`config.mk`:
```
export PLATFORM = sky130hd
export DESIGN_NAME = intr_ctrl
export DESIGN_NICKNAME = d
export VERILOG_FILES = /design/src/rtl/riscv_intr_pkg.sv /design/src/rtl/irq_sync_edge.sv /design/src/rtl/intr_ctrl.sv
export SDC_FILE = /design/constraint.sdc
export NUM_CORES = 1
export LEC_CHECK = 0
export BUFFER_PORTS_ARGS = -buffer_cell sky130_fd_sc_hd__buf_2
export CAP_MARGIN = 20
export CELL_PAD_IN_SITES_DETAIL_PLACEMENT = 0
export CELL_PAD_IN_SITES_GLOBAL_PLACEMENT = 1
export CORE_UTILIZATION = 35
export CTS_BUF_LIST = sky130_fd_sc_hd__clkbuf_2
export DETAILED_ROUTE_END_ITERATION = 10
export GPL_TIMING_DRIVEN = 1
export PLACE_DENSITY_LB_ADDON = 0.1
export SKIP_LAST_GASP = 1
export SLEW_MARGIN = 25
export SYNTH_ARGS = -nofsm -noshare
export SYNTH_HDL_FRONTEND = slang
export SYNTH_SLANG_ARGS = --single-unit
```
`constraint.sdc`:
```
create_clock -name clk -period 4 [get_ports clk]
set_input_delay 0 -clock clk [delete_from_list [all_inputs] [get_ports clk]]
set_output_delay 0 -clock clk [all_outputs]
set_load 0.02 [all_outputs]
```
`src/rtl/riscv_intr_pkg.sv`:
```
// Shared trap-sequencer definitions: FSM state encoding and the machine-mode
// CSR addresses used by both the CSR file and the interrupt controller.
package riscv_intr_pkg;

   typedef enum logic [2:0] {
      IDLE    = 3'd0,
      ARMED   = 3'd1,
      TAKE    = 3'd2,
      HANDLER = 3'd3,
      RETURN  = 3'd4
   } intr_state_t;

   localparam logic [11:0] CSR_ADDR_MIE   = 12'h304;
   localparam logic [11:0] CSR_ADDR_MTVEC = 12'h305;
   localparam logic [11:0] CSR_ADDR_MEPC  = 12'h341;

endpackage

```
`src/rtl/irq_sync_edge.sv`:
```
// Single-bit synchronizer for an asynchronous IRQ line followed by a
// rising-edge detector that emits a one-cycle pulse per synchronized 0->1.
module irq_sync_edge #(
   parameter int SYNC_STAGES = 2
) (
   input  logic clk,
   input  logic rst_n,
   input  logic irq,
   output logic rise
);

   logic [SYNC_STAGES-1:0] sync_q;
   logic                   prev_q;

   always_ff @(posedge clk or negedge rst_n) begin
      if (!rst_n) begin
         sync_q <= '0;
         prev_q <= 1'b0;
      end else begin
         sync_q <= {sync_q[SYNC_STAGES-2:0], irq};
         prev_q <= sync_q[SYNC_STAGES-1];
      end
   end

   assign rise = sync_q[SYNC_STAGES-1] & ~prev_q;

endmodule

```
`src/rtl/intr_ctrl.sv`:
```
// Interrupt/trap sequencer: latches edge-triggered pending bits, waits for an
// instruction boundary, redirects to MTVEC, and returns to MEPC on MRET.
module intr_ctrl
   import riscv_intr_pkg::*;
#(
   parameter  int N_SRC       = 4,
   parameter  int SYNC_STAGES = 2,
   localparam int CW          = (N_SRC > 1) ? $clog2(N_SRC) : 1
) (
   input  logic             clk,
   input  logic             rst_n,
   input  logic [N_SRC-1:0] irq,
   input  logic             csr_mie,
   input  logic [31:0]      csr_mtvec,
   input  logic [31:0]      csr_mepc,
   input  logic [31:0]      pc,
   input  logic             instr_boundary,
   input  logic             mret,
   output logic             int_taken,
   output logic             pc_override,
   output logic [31:0]      trap_pc,
   output logic [CW-1:0]    int_cause,
   output logic             in_handler,
   output logic [N_SRC-1:0] pending
);

   intr_state_t      state_q;
   intr_state_t      state_d;
   logic [N_SRC-1:0] rise_vec;
   logic [N_SRC-1:0] clr_mask;
   logic [CW-1:0]    winner;
   logic [31:0]      trap_hold_q;
   logic             unused_pc;

   // The CSR block captures the PC itself; it is only observed here.
   assign unused_pc = ^pc;

   for (genvar i = 0; i < N_SRC; i++) begin : g_sync
      irq_sync_edge #(
         .SYNC_STAGES(SYNC_STAGES)
      ) u_sync (
         .clk  (clk),
         .rst_n(rst_n),
         .irq  (irq[i]),
         .rise (rise_vec[i])
      );
   end

   always_comb begin
      winner = '0;
      for (int i = N_SRC - 1; i >= 0; i--) begin
         if (pending[i]) begin
            winner = CW'(i);
         end
      end
   end

   assign clr_mask = (state_q == TAKE) ? (N_SRC'(1) << int_cause) : '0;

   // A fresh edge arriving in the TAKE cycle overrides the clear.
   always_ff @(posedge clk or negedge rst_n) begin
      if (!rst_n) begin
         pending <= '0;
      end else begin
         pending <= (pending & ~clr_mask) | rise_vec;
      end
   end

   always_ff @(posedge clk or negedge rst_n) begin
      if (!rst_n) begin
         state_q   <= IDLE;
         int_cause <= '0;
      end else begin
         state_q <= state_d;
         if (state_q == ARMED && state_d == TAKE) begin
            int_cause <= winner;
         end
      end
   end

   always_comb begin
      state_d = state_q;
      unique case (state_q)
         IDLE: begin
            if (|pending && csr_mie) begin
               state_d = ARMED;
            end
         end
         ARMED: begin
            if (!csr_mie || pending == '0) begin
               state_d = IDLE;
            end else if (instr_boundary) begin
               state_d = TAKE;
            end
         end
         TAKE: begin
            state_d = HANDLER;
         end
         HANDLER: begin
            if (instr_boundary && mret) begin
               state_d = RETURN;
            end
         end
         RETURN: begin
            state_d = IDLE;
         end
         default: begin
            state_d = IDLE;
         end
      endcase
   end

   assign int_taken   = (state_q == TAKE);
   assign pc_override = (state_q == TAKE) || (state_q == RETURN);
   assign in_handler  = (state_q == TAKE) || (state_q == HANDLER) || (state_q == RETURN);

   always_comb begin
      trap_pc = trap_hold_q;
      if (state_q == TAKE) begin
         trap_pc = csr_mtvec;
      end else if (state_q == RETURN) begin
         trap_pc = csr_mepc;
      end
   end

   always_ff @(posedge clk or negedge rst_n) begin
      if (!rst_n) begin
         trap_hold_q <= '0;
      end else if (pc_override) begin
         trap_hold_q <= trap_pc;
      end
   end

endmodule

```
Yosys cells after proc, flatten, opt, wreduce, memory -nomap -nowiden
Index checks and enable logic that the tools add are counted.
{"block": "classes", "n_reduce_logical": 11, "shift": 1, "mux": 12, "eq_ne": 5, "n_bitwise": 11}
{"op": "two-way mux 32 bit", "n": 2}
{"op": "two-way mux 3 bit", "n": 4}
{"op": "case mux 3 bit (4 select lines)", "n": 1}
{"op": "equality test 3 x 2 -> 1 bit, second input constant", "n": 3}
{"op": "two-way mux 2 bit", "n": 4}
{"op": "bitwise AND 1 bit", "n": 4}
{"op": "bitwise AND 4 bit", "n": 1}
{"op": "logical NOT 4 bit", "n": 1}
{"op": "logical OR 1 bit", "n": 4}
{"op": "two-way mux 4 bit", "n": 1}
{"op": "inverter 1 bit", "n": 4}
{"op": "inverter 4 bit", "n": 1}
{"op": "OR 4 bit", "n": 1}
{"op": "OR reduction 4 bit", "n": 1}
{"op": "<< shifter 1 x 2 -> 4 bit, first input constant", "n": 1}
{"op": "equality test 3 x 1 -> 1 bit, second input constant", "n": 1}
{"op": "equality test 3 bit, second input constant", "n": 1}
{"op": "logical AND 1 bit", "n": 3}
{"op": "logical NOT 3 bit", "n": 1}
{"op": "logical NOT 1 bit", "n": 1}
{"block": "word_totals", "output_inout_bits": 41, "ff_bits": 53, "word_cells": 52}

Depth between registers and ports, before layout
Gate-level depths: netlist (run 1).
{"block": "depth", "ltp_word": 6, "depth_mapped": 6}

Hierarchy
From an unflattened synthesis (run 1), not the netlist that was laid out.
{"block": "hier_totals", "cells_unflattened": 201, "hier_area_um2": 2432.3}
{"mod": "intr_ctrl", "area_each_um2": 2077.0, "seq_area_each_um2": 1026.0, "instances": 1, "cells_per_inst": 185}
{"mod": "irq_sync_edge", "area_each_um2": 88.8, "seq_area_each_um2": 75.1, "instances": 4, "cells_per_inst": 4}

Worst setup path after synthesis (run 1)
OpenSTA, ideal clock, no wires.
{"block": "synth_timing", "kind": "register to register", "from": "register state_q[0]", "to": "register trap_hold_q[0]", "required_time_ns": 3.882, "setup_ns": 0.118, "synth_period_minus_slack_ns": 1.513, "setup_slack_ns": 2.487, "arrival_ns": 1.395, "path_stages_with_launch": 7, "cell_sequence": "dfrtp_1 > buf_2 > nor3b_4 > nor2_1 > buf_2 > buf_6 > a21o_1"}
{"block": "synth_between", "elab_chain_cells": 3}
{"element": "start, declared", "line_no": "intr_ctrl.sv:27", "source": "intr_state_t state_q;"}
{"element": "start signal, assigned", "line_no": "intr_ctrl.sv:74", "source": "state_q <= state_d;"}
{"element": "equality test 3 bit", "line_no": "intr_ctrl.sv:114, intr_ctrl.sv:121"}
{"element": "two-way mux 32 bit", "line_no": "intr_ctrl.sv:121", "source": "end else if (state_q == RETURN) begin"}
{"element": "two-way mux 32 bit", "line_no": "intr_ctrl.sv:119", "source": "if (state_q == TAKE) begin"}
{"element": "end signal, assigned", "line_no": "intr_ctrl.sv:130", "source": "trap_hold_q <= trap_pc;"}
{"element": "end, declared", "line_no": "intr_ctrl.sv:32", "source": "logic [31:0] trap_hold_q;"}
Several ways; a longest one is shown, not always the timed one.
A chain may end at the register's enable or synchronous reset.

Worst setup path in the final report (run 1)
{"block": "layout_timing", "from": "register state_q[2]", "to": "output port trap_pc[1]"}
{"block": "layout_between", "elab_chain_cells": 3}
{"element": "equality test 3 bit", "line_no": "intr_ctrl.sv:121"}
{"element": "two-way mux 32 bit", "line_no": "intr_ctrl.sv:121"}
{"element": "two-way mux 32 bit *", "line_no": "intr_ctrl.sv:119"}
{"element": "end, declared", "line_no": "intr_ctrl.sv:21", "source": "output logic [31:0] trap_pc,"}
Mark *: on every way between the ends. The rest lies on a longest branch, timed or not.

==> impl_metrics.env, run 1 <==
export IMPL_status="complete, no violations"
export IMPL_synth_area_leaders="dfrtp_1 55%, a21o_1 20%, a22o_1 12%"
export IMPL_cp_end_kind="primary output"
export IMPL_drtIter0Drc=54
export IMPL_grt_ovfl_total=0
export IMPL_regArea_sq_mm=0.00133
export IMPL_hold_violations=0
export IMPL_synthToLayoutAreaGrowth_pct=57.9
export IMPL_vias=2288
export IMPL_min_delay_path_class="input pin to async pin"
export IMPL_crit_required_ns=4.00
export IMPL_htree_levels=2
export IMPL_fp_row_count=29
export IMPL_gp_congestion=0.792
export IMPL_fin_crit_ns=2.68
export IMPL_tns_ns=0
export IMPL_setup_viol=0
export IMPL_leakage_nw=2.30
export IMPL_synth_async_sr_flop_share_pct=100
export IMPL_synth_edff_count=0
export IMPL_max_cap_violations=0
export IMPL_synth_top_area_share_pct=54.6
export IMPL_cp_data_arrival_time_ns=2.68
export IMPL_final_nets=491
export IMPL_fin_crit_sh_pct=67.0
export IMPL_design_area_sq_mm=0.00383
export IMPL_start_util_pct=37.2
export IMPL_hold_buffers=75
export IMPL_post_cts_buffers=0
export IMPL_max_freq_mhz=373
export IMPL_drcViolationCount=0
export IMPL_drt_pass1_iter_count=6
export IMPL_clkTransAtPathRegs_ns=0.28
export IMPL_clock_sinks=53
export IMPL_max_slew_worst_pin_slew_ns=0.797
export IMPL_synth_nets=307
export IMPL_core_area_sq_mm=0.00653
export IMPL_peakVddDrop_mv=0.285
export IMPL_rsz0062_at_grt="no"
export IMPL_io_pins=146
export IMPL_clk_latency_ns=0.43
export IMPL_syn_inst=202
export IMPL_worst_setup_path_type="register to primary output"
export IMPL_fillers=568
export IMPL_cts_made_buffers=5
export IMPL_drt_total_wl_mm=6.12
export IMPL_cts_root_buffer="clkbuf_2"
export IMPL_vias_per_cell=4.93
export IMPL_place_area_sq_mm=0.00303
export IMPL_portBuffers=113
export IMPL_drt_wirelength_per_cell_microns=13.2
export IMPL_synth_warnings=0
export IMPL_grt_antenna_before_repair=0
export IMPL_drive_gt1_share_pct=33.1
export IMPL_cts_tree="yes"
export IMPL_clock_path_buffers=2
export IMPL_ant_nets=0
export IMPL_grt_pass1_vias=2243
export IMPL_cp_start_kind="register"
export IMPL_synthFlopType="dfrtp_1"
export IMPL_seq_area_frac_synth_pct=54.6
export IMPL_worstPathMaxFanout=45
export IMPL_powerDensity_mw_per_mm2=637
export IMPL_global_route_usage_total_pct=17.3
export IMPL_design_die_area_sq_mm=0.00727
export IMPL_synth_seq_cells=53
export IMPL_syn_area_sq_mm=0.00243
export IMPL_antennaDiodeCount=0
export IMPL_die_w_microns=85.3
export IMPL_syn_avg_cell_area_sq_um=12.0
export IMPL_hpwlAfterDp_mm=3.71
export IMPL_grt_pass1_wl_mm=10.0
export IMPL_multiInputGateArea_sq_um=983
export IMPL_post_cts_resized=0
export IMPL_grt_max_degree=54
export IMPL_slew_headroom_pct=46.8
export IMPL_die_h_microns=85.3
export IMPL_yosysTopAreaCell="dfrtp_1"
export IMPL_finClkSkew_ns=0.0141
export IMPL_drv_slew=0
export IMPL_synth_cell_type_count=23
-- routing by layer --
metal | wire (microns) | share of wire, % | track usage [%]
met1 | 2670 | 44 | 20.6
met2 | 3080 | 50 | 31.9
met3 | 314 | 5.1 | 3.89
met4 | 44 | 0.72 | 3.64
met5 | 0 | 0 | 0
-- cells in the mapped netlist (3+ instances only) --
| library cell | count |
|---|---|
| o31ai_1 | 3 |
| dfrtp_1 | 53 |
| a22o_1 | 34 |
| inv_1 | 7 |
| a21o_1 | 64 |
| buf_6 | 5 |
| nor2_1 | 3 |
| nand2_1 | 3 |
| a21oi_1 | 3 |
| buf_2 | 9 |
| nand3_1 | 3 |
-- cells in the final DEF (no fill, tap or decap), types with 2 or more instances in the layout --
cell type      instances
a21o_1                64
a21oi_1                3
a22o_1                34
buf_2                113
buf_4                  4
clkbuf_2               5
dfrtp_1               53
dlygate4sd3_1         75
inv_1                  7
nand2_1                3
nand2b_1               2
nand3_1                3
nor2_1                 2
nor3b_4                2
o21ai_0                2
o31ai_1                3
o41ai_1                2
-- power by group --
part / switching [mW] / total (mW) / internal [mW]
Combinational: 0.718 / 1.37 / 0.650
Sequential: 0.126 / 0.844 / 0.719
Clock: 0.177 / 0.229 / 0.0521
Total: 1.02 / 2.44 / 1.42
-- logic make-up after synthesis --
logic type	Yosys count	synth area share (%)
compound gates	109	35.0
simple gates	18	4.95
buf+inv	22	5.41
flops	53	54.6
-- critical path, cell delays in order, from the launching register on --
cell and delay (ns):
dfrtp_1 0.56, nor3b_4 0.71, nor2_4 0.23, buf_4 0.34
a21o_1 0.24, buf_2 0.15
-- state kept, by name (all words and copies together), names as in the netlist --
| signal | count |
|---|---|
| state_q | 3 |
| g_sync.u_sync.sync_q | 8 |
| g_sync.u_sync.prev_q | 4 |
| pending | 4 |
| trap_hold_q | 32 |
| int_cause | 2 |
-- final timing paths --
| kind | startpoint | end | slack, ns | cells after the start |
|---|---|---|---|---|
| worst max-delay path | state_q[2]$_DFF_PN0_ | trap_pc[1] | 1.32 | 5 |
| worst min-delay path | rst_n | trap_hold_q[26]$_DFFE_PN0P_ | 0.16 | 3 |
| worst max register to register | state_q[2]$_DFF_PN0_ | trap_hold_q[3]$_DFFE_PN0P_ | 1.42 | 5 |
| worst min register to register | g_sync[3].u_sync.sync_q[0]$_DFF_PN0_ | g_sync[3].u_sync.sync_q[1]$_DFF_PN0_ | 0.40 | 0 |
| max in group asynchronous | rst_n | trap_hold_q[12]$_DFFE_PN0P_ | 3.39 | 3 |
| min in group clk | irq[1] | g_sync[1].u_sync.sync_q[0]$_DFF_PN0_ | 0.18 | 2 |
-- final cells by class --
cell class                      count  area share [%]
Clock buffer                        5           0.653
Clock inverter                      3           0.751
Inverter                            7           0.686
Multi-Input combinational cell    127            25.7
Sequential cell                    53            34.6
Tap cell                           77            2.51
Timing Repair Buffer              192            35.1
-- through the flow --
step | std cells | power (mW) | setup slack [ns] | hold slack (ns) | util (%)
6_report | 464 | 2.44 | 1.32 | 0.159 | 58.7
3_3_place_gp | 381 | 2.08 | 1.85 | 0.110 | 46.4
2_1_floorplan | 202 | 1.75 | 2.49 | -0.296 | -
5_1_grt | 464 | 2.62 | 1.12 | 0.0948 | 58.7
4_1_cts | 464 | 2.48 | 1.24 | 0.122 | 58.7
3_5_place_dp | 381 | 2.09 | 1.82 | 0.109 | 46.4
No activity file was read; power rests on OpenSTA's default activity.
==> inputs of run 2 (changes only) <==
--- a/config.mk
+++ b/config.mk
@@ -9,7 +9,7 @@
 export CAP_MARGIN = 20
 export CELL_PAD_IN_SITES_DETAIL_PLACEMENT = 0
 export CELL_PAD_IN_SITES_GLOBAL_PLACEMENT = 1
-export CORE_UTILIZATION = 35
+export CORE_UTILIZATION = 33
 export CTS_BUF_LIST = sky130_fd_sc_hd__clkbuf_2
 export DETAILED_ROUTE_END_ITERATION = 10
 export GPL_TIMING_DRIVEN = 1
==> constraint.sdc (replaced) <==
create_clock -name clk -period 2.7 [get_ports clk]
set_input_delay 0 -clock clk [delete_from_list [all_inputs] [get_ports clk]]
set_output_delay 0 -clock clk [all_outputs]
set_load 0.02 [all_outputs]
==> run 2 against run 1 <==
  * Setup slack worse by 1.1 ns
  * Sequential share of layout area down 0.46 points
  * Register-to-register slack worse by 1.2 ns
  * Critical path depth unchanged
  * Power up 50%
  * Clock power up 57%
  * Clock skew up 0.0041 ns
  * Final cell count up 4.5%
  * Hold slack worse by 0.031 ns
  * Highest routed layer unchanged
==> impl_metrics.env, run 2 (synthesis results as in run 1) <==
export IMPL_drt_total_wl_mm=6.40
export IMPL_holdWs_ns=0.128
export IMPL_final_cell_mix="113 x buf_2, 75 x dlygate4sd3_1, 64 x a21o_1"
export IMPL_clock_path_buffers=2
export IMPL_min_delay_path_class="input pin to async pin"
export IMPL_synthToLayoutAreaGrowth_pct=60.0
export IMPL_p_int_mw=2.13
export IMPL_tns_ns=0
export IMPL_switching_power_mw=1.54
export IMPL_vias_per_cell=4.69
export IMPL_finClkSkew_ns=0.0181
export IMPL_cp_slowest_cell="dlygate4sd3_1"
export IMPL_ant_nets=0
export IMPL_largest_reg_flops=32
export IMPL_drt_wirelength_per_cell_microns=13.2
export IMPL_drtIter0Drc=79
export IMPL_fin_util_pct=55.9
export IMPL_cts_root_buffer="clkbuf_2"
export IMPL_p_comb_share_pct=56.0
export IMPL_cp_start_kind="register"
export IMPL_post_cts_buffers=0
export IMPL_vias=2276
export IMPL_die_h_microns=87.8
export IMPL_worst_setup_path_type="register to register"
export IMPL_hold_violations=0
export IMPL_crit_top_cell="dlygate4sd3_1"
export IMPL_cp_end_kind="register"
export IMPL_fin_crit_sh_pct=90.7
export IMPL_clock_sinks=53
export IMPL_clk_latency_ns=0.46
export IMPL_max_stage_delay_ns=0.58
export IMPL_core_area_sq_mm=0.00694
export IMPL_htree_levels=2
export IMPL_final_nets=493
export IMPL_worstPathMaxFanout=6
export IMPL_rsz0062_at_grt="no"
export IMPL_leakage_nw=2.32
export IMPL_clkTransAtPathRegs_ns=0.28
export IMPL_grt_pass1_wl_mm=10.3
export IMPL_grt_antenna_before_repair=0
export IMPL_portBuffers=113
export IMPL_hpwlAfterDp_mm=3.79
export IMPL_cts_made_buffers=5
export IMPL_peakVddDrop_mv=0.411
export IMPL_top_regs="trap_hold_q x32, g_sync.u_sync.sync_q x8"
export IMPL_max_slew_worst_pin_slew_ns=0.676
export IMPL_grt_ovfl_total=0
export IMPL_drt_pass1_iter_count=4
export IMPL_start_util_pct=35.0
export IMPL_p_sw_share_pct=41.9
export IMPL_pwr_share_clk_pct=9.8
export IMPL_grt_pass1_vias=2305
export IMPL_die_w_microns=87.8
export IMPL_drv_slew=0
export IMPL_post_cts_resized=0
export IMPL_fin_crit_ns=2.45
export IMPL_max_freq_mhz=408
export IMPL_setup_viol=0
export IMPL_drive_gt1_share_pct=33.4
export IMPL_fp_row_count=30
export IMPL_cp_data_arrival_time_ns=2.83
export IMPL_global_route_usage_total_pct=17.1
export IMPL_top_register="trap_hold_q"
export IMPL_antennaDiodeCount=0
export IMPL_gp_congestion=0.659
export IMPL_design_area_sq_mm=0.00388
export IMPL_crit_required_ns=3.08
export IMPL_powerDensity_mw_per_mm2=945
export IMPL_path_cells="or4_1 > nand3_1 > dlygate4sd3_1 > a21oi_1 > dlygate4sd3_1"
export IMPL_place_area_sq_mm=0.00308
export IMPL_design_die_area_sq_mm=0.00770
export IMPL_grt_max_degree=54
export IMPL_status="complete, no violations"
export IMPL_cts_tree="yes"
export IMPL_slew_headroom_pct=55.0
export IMPL_final_common_cell="buf_2"
export IMPL_pwr_share_seq_pct=34.2
export IMPL_io_pins=146
export IMPL_drcViolationCount=0
export IMPL_max_cap_violations=0
## run 2: area by class of cell
type | count | area (sq um)
Clock buffer | 5 | 25.0
Timing Repair Buffer | 194 | 1370
Inverter | 7 | 26.3
Multi-Input combinational cell | 127 | 983
Clock inverter | 3 | 28.8
Fill cell | 639 | 3060
Sequential cell | 53 | 1330
Tap cell | 96 | 120
## run 2: worst paths after layout
path	cells after the start	slack (ns)	startpoint	endpoint
min in group clk	2	0.15	irq[1]	g_sync[1].u_sync.sync_q[0]$_DFF_PN0_
min reg2reg	0	0.39	g_sync[1].u_sync.sync_q[0]$_DFF_PN0_	g_sync[1].u_sync.sync_q[1]$_DFF_PN0_
min	3	0.13	rst_n	trap_hold_q[0]$_DFFE_PN0P_
max	5	0.25	pending[0]$_DFF_PN0_	state_q[0]$_DFF_PN0_
max in group asynchronous	3	2.12	rst_n	pending[1]$_DFF_PN0_
max reg2reg	5	0.25	pending[0]$_DFF_PN0_	state_q[0]$_DFF_PN0_
## run 2: power by group through the flow
stage                     sequential, mW  clock, mW  combinational (mW)
after detailed placement            1.27          0                1.85
after global routing                1.29      0.420                2.24
after CTS                           1.25      0.385                2.07
after global placement              1.26          0                1.85
final                               1.25      0.360                2.05
after floorplan                     1.23          0                1.36
## run 2: per-stage QoR
| stage | instances | total power, mW | setup WS, ns |
|---|---|---|---|
| 2_1_floorplan | 202 | 2.59 | 1.19 |
| 3_3_place_gp | 402 | 3.11 | 0.961 |
| 3_5_place_dp | 402 | 3.12 | 0.930 |
| 4_1_cts | 485 | 3.70 | 0.291 |
| 5_1_grt | 485 | 3.95 | 0.193 |
| 6_report | 485 | 3.67 | 0.251 |
## run 2: worst max-delay path, delay by kind of cell, from the launching register on
family          cells  cell delay (ns)
simple gates        2             0.68
flops               1             0.51
compound gates      1             0.06
buf+inv             2             1.13
## run 2: routing by layer
metal	GRT usage [%]	part of all wire, %	vias to the layer above
met3	3.86	5.8	5
met1	20.1	44	1069
li1	-	-	1123
met4	4.47	0.97	0
met5	0	0	-
met2	31.4	49	79
## run 2: repair_timing
| item | 4_1_cts | 5_1_grt |
|---|---|---|
| endpoints found under the setup margin | 0 | 0 |
| endpoints found under the hold margin | 94 | 0 |
| hold buffers | 75 | 0 |
